**src/rtl/seq_gen_pkg.sv**
```systemverilog
`default_nettype none
/* ============================================================
 * Module      : seq_gen_pkg
 * Description : Shared types and constants for the pattern generator.
 * Revision    : 1.0
 * ============================================================ */
package seq_gen_pkg;

    localparam int c_MAX_LEN = 16;
    localparam int c_HIT_W   = 8;
    localparam logic [c_HIT_W-1:0] c_HIT_MAX = '1;

    typedef enum logic [1:0] {
        IDLE = 2'd0,
        SEND = 2'd1,
        GAP  = 2'd2,
        DONE = 2'd3
    } state_t;

endpackage
`default_nettype wire

```
**src/rtl/seq_gen_shreg.sv**
```systemverilog
`default_nettype none
/* ============================================================
 * Module      : seq_gen_shreg
 * Description : Pattern register with down-counting bit index (MSB first).
 * Revision    : 1.0
 * ============================================================ */
module seq_gen_shreg
    import seq_gen_pkg::*;
#(
    parameter int MAX_LEN = c_MAX_LEN,
    parameter int LEN_W   = $clog2(MAX_LEN + 1)
) (
    input  logic               clk,
    input  logic               reset_n,
    input  logic               load,
    input  logic               reload,
    input  logic               shift,
    input  logic [MAX_LEN-1:0] pat,
    input  logic [LEN_W-1:0]   len,
    output logic               bit_out,
    output logic               last_bit
);

    localparam int c_IDX_W = (MAX_LEN > 1) ? $clog2(MAX_LEN) : 1;

    logic [MAX_LEN-1:0] r_pat;
    logic [LEN_W-1:0]   r_len;
    logic [c_IDX_W-1:0] r_idx;
    logic [c_IDX_W-1:0] w_load_idx;
    logic [c_IDX_W-1:0] w_reload_idx;

    // len is already clamped to MAX_LEN, so len-1 always fits the index width
    assign w_load_idx   = (len == '0)   ? '0 : c_IDX_W'(len - LEN_W'(1));
    assign w_reload_idx = (r_len == '0) ? '0 : c_IDX_W'(r_len - LEN_W'(1));

    always_ff @(posedge clk or negedge reset_n) begin
        if (!reset_n) begin
            r_pat <= '0;
            r_len <= '0;
            r_idx <= '0;
        end else if (load) begin
            r_pat <= pat;
            r_len <= len;
            r_idx <= w_load_idx;
        end else if (reload) begin
            r_idx <= w_reload_idx;
        end else if (shift) begin
            r_idx <= r_idx - c_IDX_W'(1);
        end
    end

    assign bit_out  = r_pat[r_idx];
    assign last_bit = (r_idx == '0);

endmodule
`default_nettype wire

```
**src/rtl/seq_gen.sv**
```systemverilog
`default_nettype none
/* ============================================================
 * Module      : seq_gen
 * Description : Serial pattern generator with repeat/gap and hit counter.
 * Revision    : 1.0
 * ============================================================ */
module seq_gen
    import seq_gen_pkg::*;
#(
    parameter int MAX_LEN = c_MAX_LEN,
    parameter int LEN_W   = $clog2(MAX_LEN + 1),
    parameter int GAP_W   = 4
) (
    input  logic               clk,
    input  logic               reset_n,
    input  logic               start,
    input  logic [MAX_LEN-1:0] pat,
    input  logic [LEN_W-1:0]   len,
    input  logic [7:0]         reps,
    input  logic [GAP_W-1:0]   gap,
    input  logic               abort,
    input  logic               hit,
    output logic               Dout,
    output logic               En,
    output logic               busy,
    output logic               done,
    output logic [c_HIT_W-1:0] hit_cnt
);

    state_t             r_state;
    logic [7:0]         r_reps;
    logic [GAP_W-1:0]   r_gap;
    logic [GAP_W-1:0]   r_gap_cnt;
    logic [c_HIT_W-1:0] r_hit_cnt;

    logic [LEN_W-1:0]   w_len_clamp;
    logic               w_load;
    logic               w_reload;
    logic               w_shift;
    logic               w_bit;
    logic               w_last;
    logic               w_more;

    assign w_len_clamp = (len > LEN_W'(MAX_LEN)) ? LEN_W'(MAX_LEN) : len;
    assign w_load      = (r_state == IDLE) && start;
    assign w_more      = (r_reps > 8'd1);
    // Restart the pattern either back-to-back or at the end of the gap
    assign w_reload    = !abort &&
                         (((r_state == SEND) && w_last && w_more && (r_gap == '0)) ||
                          ((r_state == GAP) && (r_gap_cnt == GAP_W'(1))));
    assign w_shift     = (r_state == SEND) && !w_last;

    seq_gen_shreg #(
        .MAX_LEN (MAX_LEN),
        .LEN_W   (LEN_W)
    ) u_shreg (
        .clk      (clk),
        .reset_n  (reset_n),
        .load     (w_load),
        .reload   (w_reload),
        .shift    (w_shift),
        .pat      (pat),
        .len      (w_len_clamp),
        .bit_out  (w_bit),
        .last_bit (w_last)
    );

    always_ff @(posedge clk or negedge reset_n) begin
        if (!reset_n) begin
            r_state   <= IDLE;
            r_reps    <= '0;
            r_gap     <= '0;
            r_gap_cnt <= '0;
        end else begin
            case (r_state)
                IDLE: begin
                    if (start) begin
                        r_reps  <= (reps == 8'd0) ? 8'd1 : reps;
                        r_gap   <= gap;
                        r_state <= (w_len_clamp != '0) ? SEND : DONE;
                    end
                end
                SEND: begin
                    if (abort) begin
                        r_state <= IDLE;
                    end else if (w_last) begin
                        r_reps <= r_reps - 8'd1;
                        if (!w_more) begin
                            r_state <= DONE;
                        end else if (r_gap != '0) begin
                            r_state   <= GAP;
                            r_gap_cnt <= r_gap;
                        end
                    end
                end
                GAP: begin
                    if (abort) begin
                        r_state <= IDLE;
                    end else if (r_gap_cnt == GAP_W'(1)) begin
                        r_state <= SEND;
                    end else begin
                        r_gap_cnt <= r_gap_cnt - GAP_W'(1);
                    end
                end
                DONE:    r_state <= IDLE;
                default: r_state <= IDLE;
            endcase
        end
    end

    always_ff @(posedge clk or negedge reset_n) begin
        if (!reset_n) begin
            r_hit_cnt <= '0;
        end else if (w_load) begin
            r_hit_cnt <= '0;
        end else if (En && hit && (r_hit_cnt != c_HIT_MAX)) begin
            r_hit_cnt <= r_hit_cnt + c_HIT_W'(1);
        end
    end

    assign En      = (r_state == SEND);
    assign Dout    = En & w_bit;
    assign busy    = (r_state != IDLE);
    assign done    = (r_state == DONE);
    assign hit_cnt = r_hit_cnt;

endmodule
`default_nettype wire

```
**config.mk**
```make
export PLATFORM = sky130hd
export DESIGN_NAME = seq_gen
export DESIGN_NICKNAME = d
export VERILOG_FILES = /design/src/rtl/seq_gen_pkg.sv /design/src/rtl/seq_gen_shreg.sv /design/src/rtl/seq_gen.sv
export SDC_FILE = /design/constraint.sdc
export NUM_CORES = 1
export LEC_CHECK = 0
export CORE_MARGIN = 4
export CORE_UTILIZATION = 48
export CTS_CLUSTER_SIZE = 14
export DETAILED_ROUTE_END_ITERATION = 10
export PLACE_DENSITY = 0.85
export SLEW_MARGIN = 0
export SYNTH_ARGS = -nofsm -noshare
export SYNTH_HDL_FRONTEND = slang
export SYNTH_SLANG_ARGS = --single-unit
```
**constraint.sdc**
```tcl
create_clock -name clk -period 2.52 [get_ports clk]
set_input_delay 0.378 -clock clk [delete_from_list [all_inputs] [get_ports clk]]
set_output_delay 0.378 -clock clk [all_outputs]
set_load 0.05 [all_outputs]
```
==> impl_results.md <==
* Delay-heaviest family, CP: multiplexers
* CTS clock-pin slew for the worst setup and hold paths at 0.09 ns
* Sink Count at 51
* Crit-path most repeated cell: mux4_2
* Synth warn at 0
* Sw frac at between 40% and 50%
* CTS HTree Levels at 2
* Ys flop type: dfrtp_1
* Final nets at 432
* Seq/Total Area, Yosys at 43.9%
* Post-synth EDFFs at 0
* GPL Wtd Cong at 0.812
* CTS Hold Bufs at 0
* CTS tree: done
* Status: finished clean
* Synth Area per Inst at 8.99 µm²
* Vias at about 2500
* Flop pwr share at 36.2%
* Post-DRT Antenna Nets at 0
* Area added between synthesis and finish at 26.6%
* Post-synth cell types at 47
* WP data arrival at 2.09 ns
* Max_cap viols at 0
* Pwr Density at 1090 nW/µm²
* Number of remaining DRC errors at 0
* Setup_tns at 0 ns
* CTS buffer count at 5
* Clock root buffer: clkbuf_8
* Worst slew pin tran at between 0.5 and 0.6 ns
* Global-route wire length before repair at 11.1 mm
* Final slew viol count at 0
* Syn Inst Count at ~320
* RSZ-0062 raised after global routing: true
* Async set or reset register ratio after synthesis at 100%
* Initial DRC count at between 90 and 100
* CTS max path bufs at 2
* Routed WL at 6.30 mm
* Kind of critical path: flop to output port
* PortBufs at a little under 50
* Flops & latches, synth at 51
* Postcts setup bufs at 0
* Final Skew at 0.00857 ns
* Initial antenna violation count at 0
* Gr usage total at a little under a fifth
* Hold Violations, Final at 0
* Endpoints failing setup at 0
* N_diodes at 0
* Cell Chain, Critical Path: buf_6 -> mux4_2 -> mux4_2 -> and2_4 -> buf_8
* Hpwl dp at 4.93 mm
* CP bufs+invs at 2
* # rows at 28
* Die width at 85.8 µm
* Die Footprint at 7360 µm²
* Clock power share at 11.4%
* Worst EP required at 2.14 ns
* Die Span Y at 85.8 µm
* Vias per cell at 5.40
* P_leak at 1.65 nW
* Drt pass-1 iters at 4
* Net switching power at roughly 1.7 mW
* Largest net degree at the start of global routing at 22
* Internal Power at 2.33 mW
* Syn nets at ~370
* Fmax achieved at 405 MHz
* Core ar. at 5890 µm²
* Critical path's slowest cell: mux4_2
* Combinational power share at around 52%
* Peak VDD IR at 630 µV
* Initial Util at 49.4%
* Vias in the first global route at 2489
* Final min period at about 2.5 ns
* Maximum fanout along the worst path at 6
* Top Ports at 50
* Clk Latency, worst-skew pair at 0.30 ns
* Hold Path Class: primary input to async pin
* DR WL/cell at 13.7 µm
* Fin crit share at 98.0%
* Post-Syn Area at 2910 µm²
* Critical Path Sink Type: output port
* Gr ovfl total at 0
* Relative slew slack at between 50% and 60%
* Startpoint Class: flop
* Share of post-route cells with drive strength above 1 at about an eighth
* Final core occ at 62.5%
* CP peak stage delay at between 0.5 and 0.6 ns
## synthesized netlist by cell type (all sizes together), types with 4 or more instances
cell type / n / area [µm²]
or2: 5 / 31.3
nor2: 25 / 93.8
nor3: 11 / 55.1
mux4: 5 / 113
xnor2: 8 / 70.1
a21oi: 16 / 80.1
nand2: 77 / 289
nand3: 5 / 25.0
inv: 13 / 48.8
o21ai: 20 / 100
mux2i: 5 / 50.1
nor4: 5 / 46.3
dfrtp: 51 / 1280
clkbuf: 12 / 45.0
ha: 11 / 138
nor3b: 4 / 30.0
## flip-flops by register name, summed over array words and instances, names as in the netlist
register and count:
r_gap_cnt 4, u_shreg.r_len 5, hit_cnt 8, r_gap 4, r_state 2, u_shreg.r_idx 4
r_reps 8, u_shreg.r_pat 16
## cell usage in the layout, fill, tap and decap left out, types with 8 or more instances in the layout
cell type and n:
a21oi_1 16, buf_4 17, clkdlybuf4s50_1 46, dfrtp_1 51
ha_1 11, inv_1 13, nand2_1 77, nor2_1 25
nor3_1 11, o21ai_0 20, xnor2_1 8
## logic make-up (layout without fill, tap and decap cells)
logic type / after synthesis / after routing / share of synthesized area [%]
adder cells (fa/ha/maj): 11 / 11 / 4.74
AO/OA/AOI/OAI: 60 / 60 / 13.7
flip-flops: 51 / 51 / 43.9
AND/OR/NAND/NOR: 151 / 151 / 24.3
multiplexers: 13 / 13 / 6.76
XOR/XNOR: 10 / 10 / 3.01
buffers and inverters: 27 / 88 / 3.53
## per-layer routing
| layer | routed length, µm | track usage, % | vias to the layer above | share of wire, % |
|---|---|---|---|---|
| li1 | - | - | 1230 | - |
| met1 | 2830 | 24.3 | 1192 | 45 |
| met2 | 3150 | 31.9 | 50 | 50 |
| met3 | 257 | 3.27 | 5 | 4.1 |
| met4 | 59 | 5.76 | 0 | 0.94 |
| met5 | 0 | 0 | - | 0 |
## power by group through the flow
stage	combinational [mW]	clock, mW	sequential [mW]
detailed placement	2.07	0	1.47
global route	2.35	0.509	1.50
floorplan	1.43	0	1.45
finish	2.10	0.456	1.45
global placement	1.99	0	1.44
CTS	2.11	0.481	1.45
## final timing paths
path,slack [ns],startpoint,endpoint,cells past startpoint
worst max-delay path,0.05,u_shreg.r_idx[0]$_DFFE_PN0P_,Dout,5
worst min-delay path,0.005,reset_n,u_shreg.r_idx[0]$_DFFE_PN0P_,1
worst max register to register,0.12,u_shreg.r_idx[0]$_DFFE_PN0P_,u_shreg.r_idx[2]$_DFFE_PN0P_,7
worst min register to register,0.48,u_shreg.r_pat[11]$_DFFE_PN0P_,u_shreg.r_pat[11]$_DFFE_PN0P_,2
max in group asynchronous,1.87,reset_n,u_shreg.r_pat[1]$_DFFE_PN0P_,2
min in group clk,0.48,u_shreg.r_pat[11]$_DFFE_PN0P_,u_shreg.r_pat[11]$_DFFE_PN0P_,2
## cell type report
type	count	area, µm²
Inverter	13	48.8
Sequential cell	51	1280
Fill cell	513	2210
Clock inverter	2	12.5
Multi-Input combinational cell	245	1530
Tap cell	75	93.8
Timing Repair Buffer	67	639
Clock buffer	6	72.6
## timing repair
action                                  in CTS  in global routing
pin swaps                                    0                  1
endpoints found under the setup margin       1                  1
resized for setup                            3                  1
hold endpoints to repair                     0                  0
## metrics by stage
stage / instance area [µm²] / setup slack [ns] / instances / power, mW / hold slack [ns]
6_report: 3680 / 0.0501 / 459 / 4.01 / 0.00478
5_1_grt: 3680 / -0.0216 / 459 / 4.36 / 0.0110
4_1_cts: 3670 / 0.00916 / 459 / 4.04 / 0.00635
3_5_place_dp: 3580 / -0.0776 / 451 / 3.54 / 0.348
3_3_place_gp: 3580 / -0.0388 / 451 / 3.43 / 0.336
2_1_floorplan: 2910 / 0.0202 / 323 / 2.88 / 0.0824
No activity file was read; power rests on OpenSTA's default activity.
